File: config.mk
export PLATFORM = sky130hd
export DESIGN_NAME = vga_timing_gen_flat
export DESIGN_NICKNAME = d
export VERILOG_FILES = /design/src/rtl/vga_timing_gen_if.sv /design/src/rtl/vga_timing_gen.sv /design/src/flat_wrapper.sv
export SDC_FILE = /design/constraint.sdc
export NUM_CORES = 1
export LEC_CHECK = 0
export BUFFER_PORTS_ARGS = -buffer_cell sky130_fd_sc_hd__buf_2
export CAP_MARGIN = 5
export CORE_MARGIN = 8
export CORE_UTILIZATION = 56
export CTS_CLUSTER_DIAMETER = 40
export DETAILED_ROUTE_END_ITERATION = 8
export PLACE_DENSITY = 0.91
export SLEW_MARGIN = 10
export SYNTH_ARGS = -nofsm -noshare
export SYNTH_HDL_FRONTEND = slang
export SYNTH_SLANG_ARGS = --single-unit
File: constraint.sdc
create_clock -name clk -period 3.48 [get_ports clk]
set_clock_uncertainty 0.2 [all_clocks]
set_input_delay 0.348 -clock clk [delete_from_list [all_inputs] [get_ports clk]]
set_output_delay 0.348 -clock clk [all_outputs]
set_load 0.02 [all_outputs]
File: src/rtl/vga_timing_gen_if.sv
// Timing bus between the VGA timing source and the drawing pipeline.
// The source drives it through the "out" modport; drawing stages read it through "in".
interface vga_if_tim;
  logic [10:0] hcount;
  logic [10:0] vcount;
  logic        hsync;
  logic        vsync;
  logic        hblnk;
  logic        vblnk;

  modport out (output hcount, vcount, hsync, vsync, hblnk, vblnk);
  modport in  (input  hcount, vcount, hsync, vsync, hblnk, vblnk);
endinterface

File: src/rtl/vga_timing_gen.sv
// VGA timing source: 11-bit h/v counters with a pixel enable, registered sync/blank decode,
// a frame-start strobe and a free-running completed-frame counter.
module vga_timing_gen #(
  parameter int H_ACTIVE = 800,
  parameter int H_FP     = 40,
  parameter int H_SYNC   = 128,
  parameter int H_BP     = 88,
  parameter int V_ACTIVE = 600,
  parameter int V_FP     = 1,
  parameter int V_SYNC   = 4,
  parameter int V_BP     = 23,
  parameter bit HS_POL   = 1'b1,
  parameter bit VS_POL   = 1'b1
) (
  input  logic        clk,
  input  logic        rst,
  input  logic        en,
  vga_if_tim.out      tim_if_out,
  output logic        frame_start,
  output logic [15:0] frame_cnt
);

  localparam int H_TOTAL = H_ACTIVE + H_FP + H_SYNC + H_BP;
  localparam int V_TOTAL = V_ACTIVE + V_FP + V_SYNC + V_BP;

  if (H_TOTAL > 2048 || V_TOTAL > 2048 || H_TOTAL < 1 || V_TOTAL < 1) begin : g_bad_params
    $error("vga_timing_gen: H_TOTAL and V_TOTAL must be in 1..2048");
  end

  localparam logic [10:0] H_LAST   = 11'(H_TOTAL - 1);
  localparam logic [10:0] V_LAST   = 11'(V_TOTAL - 1);
  // 12-bit window bounds so a sync pulse ending exactly at 2048 still compares correctly
  localparam logic [11:0] HB_BEG   = 12'(H_ACTIVE);
  localparam logic [11:0] HS_BEG   = 12'(H_ACTIVE + H_FP);
  localparam logic [11:0] HS_END   = 12'(H_ACTIVE + H_FP + H_SYNC);
  localparam logic [11:0] VB_BEG   = 12'(V_ACTIVE);
  localparam logic [11:0] VS_BEG   = 12'(V_ACTIVE + V_FP);
  localparam logic [11:0] VS_END   = 12'(V_ACTIVE + V_FP + V_SYNC);

  logic [10:0] hcount_q;
  logic [10:0] vcount_q;
  logic        hsync_q;
  logic        vsync_q;
  logic        hblnk_q;
  logic        vblnk_q;

  logic [10:0] h_next;
  logic [10:0] v_next;
  logic        frame_wrap;
  logic        hsync_next;
  logic        vsync_next;
  logic        hblnk_next;
  logic        vblnk_next;

  always_comb begin
    h_next     = hcount_q + 11'd1;
    v_next     = vcount_q;
    frame_wrap = 1'b0;
    if (hcount_q >= H_LAST) begin
      h_next = '0;
      if (vcount_q >= V_LAST) begin
        v_next     = '0;
        frame_wrap = 1'b1;
      end else begin
        v_next = vcount_q + 11'd1;
      end
    end
  end

  // Flags decode the next count so they register together with it.
  always_comb begin
    hblnk_next = {1'b0, h_next} >= HB_BEG;
    vblnk_next = {1'b0, v_next} >= VB_BEG;
    hsync_next = (({1'b0, h_next} >= HS_BEG) && ({1'b0, h_next} < HS_END)) ~^ HS_POL;
    vsync_next = (({1'b0, v_next} >= VS_BEG) && ({1'b0, v_next} < VS_END)) ~^ VS_POL;
  end

  always_ff @(posedge clk) begin
    if (!rst) begin
      hcount_q    <= '0;
      vcount_q    <= '0;
      hblnk_q     <= 1'b0;
      vblnk_q     <= 1'b0;
      hsync_q     <= ~HS_POL;
      vsync_q     <= ~VS_POL;
      frame_start <= 1'b0;
      frame_cnt   <= '0;
    end else if (en) begin
      hcount_q    <= h_next;
      vcount_q    <= v_next;
      hblnk_q     <= hblnk_next;
      vblnk_q     <= vblnk_next;
      hsync_q     <= hsync_next;
      vsync_q     <= vsync_next;
      frame_start <= frame_wrap;
      if (frame_wrap) begin
        frame_cnt <= frame_cnt + 16'd1;
      end
    end else begin
      frame_start <= 1'b0;
    end
  end

  assign tim_if_out.hcount = hcount_q;
  assign tim_if_out.vcount = vcount_q;
  assign tim_if_out.hsync  = hsync_q;
  assign tim_if_out.vsync  = vsync_q;
  assign tim_if_out.hblnk  = hblnk_q;
  assign tim_if_out.vblnk  = vblnk_q;

endmodule
File: src/flat_wrapper.sv
// flat-port wrapper written by rule: the top's interface ports become plain ports
module vga_timing_gen_flat 
#(
  parameter int H_ACTIVE = 800,
  parameter int H_FP     = 40,
  parameter int H_SYNC   = 128,
  parameter int H_BP     = 88,
  parameter int V_ACTIVE = 600,
  parameter int V_FP     = 1,
  parameter int V_SYNC   = 4,
  parameter int V_BP     = 23,
  parameter bit HS_POL   = 1'b1,
  parameter bit VS_POL   = 1'b1
)
  (clk, rst, en, frame_start, frame_cnt, tim_if_out_hcount, tim_if_out_vcount, tim_if_out_hsync, tim_if_out_vsync, tim_if_out_hblnk, tim_if_out_vblnk);
  vga_if_tim tim_if_out_i ();
  input  logic clk;
  input  logic rst;
  input  logic en;
  output logic frame_start;
  output logic [15:0] frame_cnt;
  output wire logic [$bits(tim_if_out_i.hcount)-1:0] tim_if_out_hcount;
  output wire logic [$bits(tim_if_out_i.vcount)-1:0] tim_if_out_vcount;
  output wire logic [$bits(tim_if_out_i.hsync)-1:0] tim_if_out_hsync;
  output wire logic [$bits(tim_if_out_i.vsync)-1:0] tim_if_out_vsync;
  output wire logic [$bits(tim_if_out_i.hblnk)-1:0] tim_if_out_hblnk;
  output wire logic [$bits(tim_if_out_i.vblnk)-1:0] tim_if_out_vblnk;
  assign tim_if_out_hcount = tim_if_out_i.hcount;
  assign tim_if_out_vcount = tim_if_out_i.vcount;
  assign tim_if_out_hsync = tim_if_out_i.hsync;
  assign tim_if_out_vsync = tim_if_out_i.vsync;
  assign tim_if_out_hblnk = tim_if_out_i.hblnk;
  assign tim_if_out_vblnk = tim_if_out_i.vblnk;
  vga_timing_gen #(.H_ACTIVE(H_ACTIVE), .H_FP(H_FP), .H_SYNC(H_SYNC), .H_BP(H_BP), .V_ACTIVE(V_ACTIVE), .V_FP(V_FP), .V_SYNC(V_SYNC), .V_BP(V_BP), .HS_POL(HS_POL), .VS_POL(VS_POL)) u_core (.clk(clk), .rst(rst), .en(en), .tim_if_out(tim_if_out_i), .frame_start(frame_start), .frame_cnt(frame_cnt));
endmodule
==> summary.md, run 1 <==
| Metric | Value |
|---|---|
| Status | `completed` |
| Crit path launch type | `flip-flop` |
| Predominant post-synthesis flop cell | `dfxtp_1` |
| Initial DRC count | `316` |
| Worst setup EP type | `flip-flop` |
| Xor/xnor cell area share of the yosys netlist | `0.03974` |
| Finish-stage setup viols | `0` |
| Die W | `between 80 and 90 µm` |
| Clk buf depth | `2` |
| CTS Hold Bufs | `0` |
| Htree depth | `2` |
| Most Crowded Layer GR | `met2` |
| Critical path required time | `between 3000 and 4000 ps` |
| Mapped Area | `approximately 2600 µm²` |
| Cell row count | `25` |
| RSZ-0062 raised after global routing | `no` |
| PostCTS Resize Cnt | `0` |
| Asr flop ratio synth | `0` |
| Antenna Violating Nets Remaining | `0` |
| GP Congestion | `between 0.9 and 1` |
| Adder-cell share of the synthesized area | `0.01419` |
| Final Hold Viols | `0` |
| Clock Root Buffer | `clkbuf_8` |
| Largest net degree at the start of global routing | `26` |
| Synthesized instance count | `around 350` |
| DRC | `0` |
| Post-route minimum period | `2847 ps` |
| Detailed-route wire length | `slightly above 7000 µm` |
| Grt total ovfl | `0` |
| VDD IR max | `approximately 0.24 mV` |
| Port bufs | `45` |
| Syn Area/Cell | `~7.7 µm²` |
| Core Area | `4629 µm²` |
| CTS tree | `built` |
| Vias in the first global route | `2598` |
| Global routing usage on met3 | `0.04878` |
| R2R cell count | `7` |
| Drt via density | `6.550` |
| Mapped Nets | `351` |
| Fin. max-slew vios | `0` |
| Drt pass-1 iters | `5` |
| Crit path DAT | `2890 ps` |
| Clock slew seen by the registers of the worst setup and hold paths | `90 ps` |
| Synth Area in Simple Gates | `0.3245` |
| Met2 usage | `0.3379` |
| CTS buffer count | `5` |
| EDFF count, synth | `0` |
| Critical path class | `reg2reg` |
| Initial Util | `0.5714` |
| Compound-Gate Fraction of Synth Area | `0.2436` |
| Pwr Density | `about 300 nW/µm²` |
| Sequential element share of the synthesized area | `0.3254` |
| # diodes | `0` |
| Chip height | `roughly 85 µm` |
| Worst slew pin tran | `a little under 700 ps` |
| Count of cell types in the netlist | `60` |
| Slew margin rel. | `0.5477` |
| Fmax achieved | `approximately 0.35 GHz` |
| Main combinational cell family by area after synthesis | `simple AND/OR/NAND/NOR gates` |
| Total power | `0.8772 mW` |
| Max FO, Critical Path | `10` |
| Worst-Skew Late Latency | `approximately 300 ps` |
| Sum Neg Setup Slack | `0 ps` |
| Worst Hold Class | `in2reg` |
| Hold path cells | `2` |
| Layout net count | `roughly 380` |
| CTS Sinks | `43` |
| Final period util | `0.8181` |
| Post-CTS setup buffer count | `0` |
| Avg WL per Cell | `approximately 17 µm` |
| Synthesis warning total | `0` |
| Max-Cap Viols | `0` |
| R2R setup slack | `approximately 630 ps` |
| I/O Pins | `46` |
| Post-DP HPWL | `between 5000 and 6000 µm` |
| Post-synthesis mux area share | `0.003784` |
| P_leak | `roughly 1.1 nW` |
| Die area | `~7200 µm²` |
| Yosys reg bits | `between 40 and 50` |
| M1 GR Usage | `0.2334` |
| Global-route wire length before repair | `between 10000 and 15000 µm` |
| Tot GR Track Use | `0.1998` |
| Antenna violations before repair | `0` |
| Area growth syn-to-layout | `11.54%` |
| Fraction of layout cells with a size suffix above 1 | `0.1847` |
| DR vias | `~2800` |
## final cells by class
class	instances	area (µm²)
clock buffers	5	68.82
repair buffers	48	247.7
inverters	8	30.03
flip-flops and latches	43	860.8
well taps	54	67.56
multi-input cells	272	1655
clock inverters	3	20.02
fillers	404	1679
## cell usage in the layout, fill, tap and decap left out, drive strengths merged, types with 8 or more instances in the layout
cell,synthesis,layout
buf,6,48
nand2,34,34
nand4,14,14
or3,8,8
nand3,21,21
a31oi,8,8
a21oi,22,22
dfxtp,43,43
o21ai,22,22
nor2,37,37
nor3,11,11
and3,10,10
xnor2,9,9
nor4,8,8
## critical path: stages, from the launching register on
cell      delay, ps
dfxtp_1         490
ha_1            380
a21o_1          230
a211oi_4        150
nor4_4          490
nand4_2         260
or4b_1          510
o21ai_1          80
## synthesized netlist by cell type (4+ instances only)
master / instances / share of area
nor2_1: 37 / 0.053
o211ai_1: 6 / 0.017
nand4_1: 13 / 0.031
a31oi_1: 8 / 0.019
o21ai_0: 18 / 0.034
o21a_1: 5 / 0.014
or3_1: 8 / 0.019
nor3_1: 11 / 0.021
a21oi_1: 22 / 0.042
dfxtp_1: 43 / 0.33
nor4_1: 7 / 0.017
xnor2_1: 9 / 0.030
clkbuf_1: 16 / 0.023
nand3_1: 21 / 0.040
a21boi_0: 4 / 0.011
inv_1: 7 / 0.0099
nand2_1: 34 / 0.048
and3_1: 10 / 0.024
buf_2: 4 / 0.0076
## power breakdown
part           switching, mW  internal [mW]
Combinational         0.0338         0.0155
Clock                  0.183          0.140
Sequential           0.00915          0.496
## metrics by stage
stage | std cells | area [µm²] | worst slack [ps] | util | hold WS [ps]
2_1_floorplan | 345 | 2645 | 822.5 | - | 344.4
3_3_place_gp | 425 | 2861 | 764.4 | 0.6181 | 271.1
3_5_place_dp | 425 | 2861 | 683.5 | 0.6181 | 275.8
4_1_cts | 433 | 2950 | 658.6 | 0.6373 | 200.4
5_1_grt | 433 | 2950 | 453.0 | 0.6373 | 211.1
6_report | 433 | 2950 | 633.0 | 0.6373 | 218.6
## final timing paths
path | start | endpoint
setup / recovery | u_core.tim_if_out.hcount[0] | u_core.frame_cnt[12]
hold reg to reg | u_core.tim_if_out.vsync | u_core.tim_if_out.vsync
setup reg to reg | u_core.tim_if_out.hcount[0] | u_core.frame_cnt[12]
hold / removal | rst | u_core.tim_if_out.hcount[6]
## sequential cells by signal (all words and copies together) (netlist names)
register and cells:
u_core.frame_cnt 16, u_core.frame_start 1, u_core.tim_if_out.hblnk 1, u_core.tim_if_out.hcount 11
u_core.tim_if_out.hsync 1, u_core.tim_if_out.vblnk 1, u_core.tim_if_out.vcount 11, u_core.tim_if_out.vsync 1
## cell families (layout without fill, tap and decap cells)
| family | Yosys count | after routing |
|---|---|---|
| compound gates | 93 | 93 |
| xor+xnor | 12 | 12 |
| fa+ha+maj | 3 | 3 |
| buf+inv | 30 | 64 |
| flops | 43 | 43 |
| mux | 1 | 1 |
| simple gates | 163 | 163 |
## metal layers
metal | share of wire | up-vias
li1 | - | 1350
met1 | 0.42 | 1307
met2 | 0.47 | 150
met3 | 0.081 | 29
met4 | 0.029 | 0
met5 | 0 | -
(Power assumes the default switching activity.)
==> run 2: changes to the inputs <==
==> constraint.sdc (replaced) <==
create_clock -name clk -period 2.8 [get_ports clk]
set_clock_uncertainty 0.2 [all_clocks]
set_input_delay 0.28 -clock clk [delete_from_list [all_inputs] [get_ports clk]]
set_output_delay 0.28 -clock clk [all_outputs]
set_load 0.02 [all_outputs]
==> summary.md, run 2 (synthesis results as in run 1) <==
| Metric | Value |
|---|---|
| Initial Util | `0.5714 (unchanged)` |
| Worst Hold Class | `in2reg (unchanged)` |
| Crit path DAT | `2610 ps (was 2890 ps)` |
| Final instance area | `3060 µm² (was 2950 µm²)` |
| Final Core Density | `0.6611 (was 0.6373)` |
| RSZ-0062 raised after global routing | `no (unchanged)` |
| Comb power frac | `0.055 (was 0.056)` |
| Htree depth | `2 (unchanged)` |
| Max reg flops | `16 (unchanged)` |
| Drt pass-1 iters | `5 (unchanged)` |
| Avg WL per Cell | `16.70 µm (was 16.56 µm)` |
| CTS Hold Bufs | `0 (unchanged)` |
| Post-Place Cell Area | `2944 µm² (was 2861 µm²)` |
| DR vias | `2920 (was 2836)` |
| GP Congestion | `0.8881 (was 0.9873)` |
| Worst-Skew Late Latency | `300 ps (about the same)` |
| Reg power frac | `0.523 (was 0.576)` |
| Drt via density | `6.577 (was 6.550)` |
| NetSw | `0.2884 mW (was 0.2259 mW)` |
| CTS buffer count | `5 (unchanged)` |
| Layout fillers | `420 (was 404)` |
| Antenna violations before repair | `0 (unchanged)` |
| Max FO, Critical Path | `8 (was 10)` |
| P_leak | `1.217 nW (was 1.141 nW)` |
| I/O Pins | `46 (unchanged)` |
| Fin. max-slew vios | `0 (unchanged)` |
| Clock Root Buffer | `clkbuf_8 (unchanged)` |
| Post-CTS setup buffer count | `0 (unchanged)` |
| CTS tree | `built (unchanged)` |
| Post-route minimum period | `2610 ps (was 2847 ps)` |
| Worst slew pin tran | `533.8 ps (was 677.2 ps)` |
| Crit path launch type | `flip-flop (unchanged)` |
| Most common cell after layout, fill and taps aside | `buf_2 (unchanged)` |
| Critical path class | `reg2reg (unchanged)` |
| Chip height | `84.73 µm (unchanged)` |
| Grt total ovfl | `0 (unchanged)` |
| Die area | `7178 µm² (unchanged)` |
| Antenna Violating Nets Remaining | `0 (unchanged)` |
| Status | `completed (unchanged)` |
| Vias in the first global route | `2637 (was 2598)` |
| DRC | `0 (unchanged)` |
| Max-Cap Viols | `0 (unchanged)` |
| Clock slew seen by the registers of the worst setup and hold paths | `90 ps (about the same)` |
| Core Area | `4629 µm² (unchanged)` |
| Area growth syn-to-layout | `15.70% (was 11.54%)` |
| Final period util | `0.9321 (was 0.8181)` |
| Critical path required time | `2800 ps (was 3520 ps)` |
| VDD IR max | `0.3313 mV (was 0.2429 mV)` |
| Cell row count | `25 (unchanged)` |
| Initial DRC count | `289 (was 316)` |
| Fraction of layout cells with a size suffix above 1 | `0.2077 (was 0.1847)` |
| Largest net degree at the start of global routing | `26 (unchanged)` |
| Port bufs | `45 (unchanged)` |
| Clock Power Share | `0.422 (was 0.368)` |
| Layout net count | `395 (was 384)` |
| Detailed-route wire length | `7417 µm (was 7171 µm)` |
| Most frequent cells in the layout | `45 x buf_2, 43 x dfxtp_1, 37 x nor2_1 (unchanged)` |
| Finish-stage setup viols | `0 (unchanged)` |
| PostCTS Resize Cnt | `0 (unchanged)` |
| Clk buf depth | `2 (unchanged)` |
| Global-route wire length before repair | `12350 µm (was 11990 µm)` |
| Post-DP HPWL | `5323 µm (was 5097 µm)` |
| Final Hold Viols | `0 (unchanged)` |
| Slew margin rel. | `0.6430 (was 0.5477)` |
| Fmax achieved | `0.3832 GHz (was 0.3512 GHz)` |
| Sum Neg Setup Slack | `0 ps (unchanged)` |
| Tot GR Track Use | `0.2060 (was 0.1998)` |
| Die W | `84.73 µm (unchanged)` |
| Pwr Density | `390.9 nW/µm² (was 297.3 nW/µm²)` |
| Worst setup EP type | `flip-flop (unchanged)` |
| CTS Sinks | `43 (unchanged)` |
| # diodes | `0 (unchanged)` |
| Internal power | `0.9078 mW (was 0.6513 mW)` |
| Largest Register | `u_core.frame_cnt (unchanged)` |
| Switching part of the total power | `0.2411 (was 0.2575)` |
run 2: changes by cell type in the layout (fill, tap and decap cells not counted):
cell / delta
clkinv_2: -1
bufinv_16: +1
inv_6: +1
clkinv_4: +1
clkinvlp_4: -2
buf_4: +11
run 2: metal layers:
layer	track usage	routed length, µm	part of all wire
met1	0.2373	3041	0.41
met2	0.3493	3651	0.49
met3	0.04293	518	0.070
met4	0.1084	206	0.028
met5	0	0	0
run 2: power groups by stage:
stage                     Sequential [mW]  Combinational [mW]  Clock (mW)
after detailed placement            0.639              0.0646           0
final                               0.626              0.0662       0.504
after floorplan                     0.643              0.0398           0
after CTS                           0.625              0.0649       0.512
after global routing                0.626              0.0709       0.533
after global placement              0.639              0.0631           0
run 2: stage by stage:
stage	setup slack [ps]	instances	total power, mW	hold slack, ps
after floorplan	142.5	345	0.6831	280.8
after global placement	377.5	436	0.7018	266.1
after detailed placement	249.1	436	0.7041	267.9
after CTS	237.0	444	1.202	123.5
after global routing	22.76	444	1.230	146.7
final	190.1	444	1.196	137.8
run 2: critical path, cell delays in order (launching register included):
cell	delay [ps]
dfxtp_1	470
ha_1	340
a2111o_1	200
a211o_1	260
nand4_1	280
buf_4	250
nor3_1	280
xnor2_1	160
nor2_1	60
run 2: path summary, 6_finish.rpt:
| path | startpoint | to | slack [ps] | cells after the start |
|---|---|---|---|---|
| max | u_core.tim_if_out.vcount[1] | u_core.frame_cnt[7] | 190 | 8 |
| min | rst | u_core.tim_if_out.hcount[9] | 140 | 2 |
| max reg2reg | u_core.tim_if_out.vcount[1] | u_core.frame_cnt[7] | 190 | 8 |
| min reg2reg | u_core.tim_if_out.vsync | u_core.tim_if_out.vsync | 280 | 2 |
run 2: area by class of cell:
type / count / area [µm²] / area share
timing repair buffer: 59 / 330.3 / 0.1079
inverter: 8 / 30.03 / 0.009812
multi-input combinational: 272 / 1655 / 0.5409
sequential: 43 / 860.8 / 0.2813
clock buffer: 5 / 68.82 / 0.02249
clock inverter: 3 / 47.55 / 0.01554
tap: 54 / 67.56 / 0.02208
==> run 3: changes to the inputs <==
--- a/config.mk
+++ b/config.mk
@@ -10,8 +10,9 @@
 export CORE_MARGIN = 8
 export CORE_UTILIZATION = 56
 export CTS_CLUSTER_DIAMETER = 40
+export CTS_CLUSTER_SIZE = 25
 export DETAILED_ROUTE_END_ITERATION = 8
-export PLACE_DENSITY = 0.91
+export PLACE_DENSITY = 0.79
 export SLEW_MARGIN = 10
 export SYNTH_ARGS = -nofsm -noshare
 export SYNTH_HDL_FRONTEND = slang
==> summary.md, run 3 (synthesis results as in run 1) <==
| Metric | Value |
|---|---|
| Status | `completed (unchanged)` |
| Core Area | `4629 µm² (unchanged)` |
| Avg WL per Cell | `17.00 µm (was 16.70 µm)` |
| Crit path largest cell delay | `720 ps (was 470 ps)` |
| CTS Sinks | `43 (unchanged)` |
| Initial DRC count | `310 (was 289)` |
| CTS tree | `built (unchanged)` |
| Die area | `7178 µm² (unchanged)` |
| R2R cell count | `7 (was 8)` |
| Largest net degree at the start of global routing | `26 (unchanged)` |
| Clock Power Share | `0.457 (was 0.422)` |
| Fin. max-slew vios | `0 (unchanged)` |
| Area taken by multi-input logic gates | `1655 µm² (unchanged)` |
| Total power | `1.278 mW (was 1.196 mW)` |
| Worst setup EP type | `flip-flop (unchanged)` |
| Pwr Density | `412.9 nW/µm² (was 390.9 nW/µm²)` |
| Drt via density | `6.504 (was 6.577)` |
| Fraction of layout cells with a size suffix above 1 | `0.2117 (was 0.2077)` |
| Initial Util | `0.5714 (unchanged)` |
| Die W | `84.73 µm (unchanged)` |
| Antenna violations before repair | `0 (unchanged)` |
| Slew margin rel. | `0.4938 (was 0.6430)` |
| Grt total ovfl | `0 (unchanged)` |
| Layout fillers | `407 (was 420)` |
| Reg area | `860.8 µm² (unchanged)` |
| Crit path launch type | `flip-flop (unchanged)` |
| Clk buf depth | `2 (unchanged)` |
| Sum Neg Setup Slack | `0 ps (unchanged)` |
| Cell row count | `25 (unchanged)` |
| Worst slew pin tran | `740.1 ps (was 533.8 ps)` |
| Port bufs | `45 (unchanged)` |
| Clock slew seen by the registers of the worst setup and hold paths | `90 ps (about the same)` |
| GP Congestion | `0.9430 (was 0.8881)` |
| Final instance area | `3095 µm² (was 3060 µm²)` |
| RSZ-0062 raised after global routing | `no (unchanged)` |
| Antenna Violating Nets Remaining | `0 (unchanged)` |
| Worst Hold Class | `in2reg (unchanged)` |
| Max-Cap Viols | `0 (unchanged)` |
| Setup crit end | `u_core.tim_if_out.vblnk (was u_core.frame_cnt[7])` |
| I/O Pins | `46 (unchanged)` |
| Max reg flops | `16 (unchanged)` |
| Hold path cells | `2 (unchanged)` |
| PostCTS Resize Cnt | `0 (unchanged)` |
| Most common cell after layout, fill and taps aside | `buf_2 (unchanged)` |
| Post-DP HPWL | `5344 µm (was 5323 µm)` |
| Post-Place Cell Area | `2959 µm² (was 2944 µm²)` |
| Most frequent cells in the layout | `45 x buf_2, 43 x dfxtp_1, 37 x nor2_1 (unchanged)` |
| Crit path DAT | `2620 ps (was 2610 ps)` |
| Comb power frac | `0.053 (was 0.055)` |
| Htree depth | `2 (unchanged)` |
| Switching part of the total power | `0.2220 (was 0.2411)` |
| Post-route insts no fill | `446 (was 444)` |
| NetSw | `0.2837 mW (was 0.2884 mW)` |
| Fmax achieved | `0.3877 GHz (was 0.3832 GHz)` |
| Family with the most delay on the worst path | `compound AO/OA/AOI/OAI gates (was simple AND/OR/NAND/NOR gates)` |
| Worst-Skew Late Latency | `300 ps (about the same)` |
| Largest Register | `u_core.frame_cnt (unchanged)` |
| Vias in the first global route | `2631 (was 2637)` |
| Clock Root Buffer | `clkbuf_8 (unchanged)` |
| Final period util | `0.9212 (was 0.9321)` |
| Final Hold Viols | `0 (unchanged)` |
| CTS Hold Bufs | `0 (unchanged)` |
| Layout net count | `397 (was 395)` |
| CTS buffer count | `5 (unchanged)` |
| Max FO, Critical Path | `8 (unchanged)` |
| Internal power | `0.9944 mW (was 0.9078 mW)` |
| Critical path class | `reg2reg (unchanged)` |
| CP dominant cell by count | `o211ai_1` |
| CP startpoint | `u_core.tim_if_out.vcount[1] (unchanged)` |
| Reg power frac | `0.490 (was 0.523)` |
| # diodes | `0 (unchanged)` |
| Reg-to-Reg End | `u_core.tim_if_out.vblnk (was u_core.frame_cnt[7])` |
| Tot GR Track Use | `0.2095 (was 0.2060)` |
| Post-CTS setup buffer count | `0 (unchanged)` |
| Chip height | `84.73 µm (unchanged)` |
| Drt pass-1 iters | `5 (unchanged)` |
| Finish-stage setup viols | `0 (unchanged)` |
| P_leak | `1.233 nW (was 1.217 nW)` |
| CP bufs+invs | `0 (was 1)` |
| Crit path max-delay cell type | `a2111oi_0 (was dfxtp_1)` |
| R2R setup slack | `220 ps (was 190 ps)` |
| Area growth syn-to-layout | `17.03% (was 15.70%)` |
| Placed insts | `438 (was 436)` |
| WP depth | `7 (was 8)` |
| Global-route wire length before repair | `12540 µm (was 12350 µm)` |
| Post-route minimum period | `2579 ps (was 2610 ps)` |
| VDD IR max | `0.4780 mV (was 0.3313 mV)` |
| Detailed-route wire length | `7581 µm (was 7417 µm)` |
| CP cell instances | `ha_1, nand4_1, a2111oi_0, o211ai_1, a32oi_1, o211ai_1, a31oi_1 (was ha_1, a2111o_1, a211o_1, nand4_1, buf_4, nor3_1, xnor2_1, nor2_1)` |
| Hold slack final | `131.7 ps (was 137.8 ps)` |
| DR vias | `2901 (was 2920)` |
| DRC | `0 (unchanged)` |
| R2R Path Start | `u_core.tim_if_out.vcount[1] (unchanged)` |
| Critical path required time | `2840 ps (was 2800 ps)` |
| Min-delay src | `rst (unchanged)` |
==> run 3: cell types whose count changed in the layout (fill, tap and decap cells not counted), sizes merged <==
| cell | delta |
|---|---|
| buf | +2 |
| bufinv | +1 |
| clkinv | -1 |
| clkinvlp | +1 |
| inv | -1 |
==> run 3: power groups by stage <==
stage | sequential, mW | clock [mW] | combinational [mW]
2_1_floorplan | 0.643 | 0 | 0.0398
3_3_place_gp | 0.639 | 0 | 0.0664
3_5_place_dp | 0.640 | 0 | 0.0671
4_1_cts | 0.626 | 0.589 | 0.0675
5_1_grt | 0.627 | 0.620 | 0.0730
6_report | 0.626 | 0.584 | 0.0679
==> run 3: worst min path at each step <==
stage / endpoint / slack (ps)
2_1_floorplan: u_core.tim_if_out.vcount[5] / 280
3_3_place_gp: u_core.tim_if_out.vsync / 280
3_5_place_dp: u_core.tim_if_out.vsync / 280
4_1_cts: u_core.tim_if_out.hcount[9] / 130
5_1_grt: u_core.tim_if_out.hcount[9] / 130
6_report: u_core.tim_if_out.hcount[9] / 130
==> run 3: area by class of cell <==
cell class | count | area share
multi-input cells | 272 | 0.5348
flip-flops and latches | 43 | 0.2781
repair buffers | 61 | 0.1116
clock buffers | 5 | 0.02223
clock inverters | 3 | 0.02183
well taps | 54 | 0.02183
inverters | 8 | 0.009701
==> run 3: worst register-to-register path, stage by stage, from the launching register on <==
cell and delay, ps:
dfxtp_1 450, ha_1 320, nand4_1 120, a2111oi_0 720
o211ai_1 190, a32oi_1 200, o211ai_1 140, a31oi_1 180
==> run 3: metal layers <==
layer | vias up | global-route usage | wire [µm]
met4 | 0 | 0.09871 | 257
met2 | 139 | 0.3278 | 3488
met5 | - | 0 | 0
met3 | 27 | 0.04976 | 612
met1 | 1367 | 0.2635 | 3223
li1 | 1368 | - | -
==> run 3: through the flow <==
step	utilization	setup WS, ps
after floorplan	-	142.5
after global routing	0.6686	29.34
after detailed placement	0.6392	261.0
final	0.6686	220.7
after global placement	0.6392	351.0
after CTS	0.6686	246.0
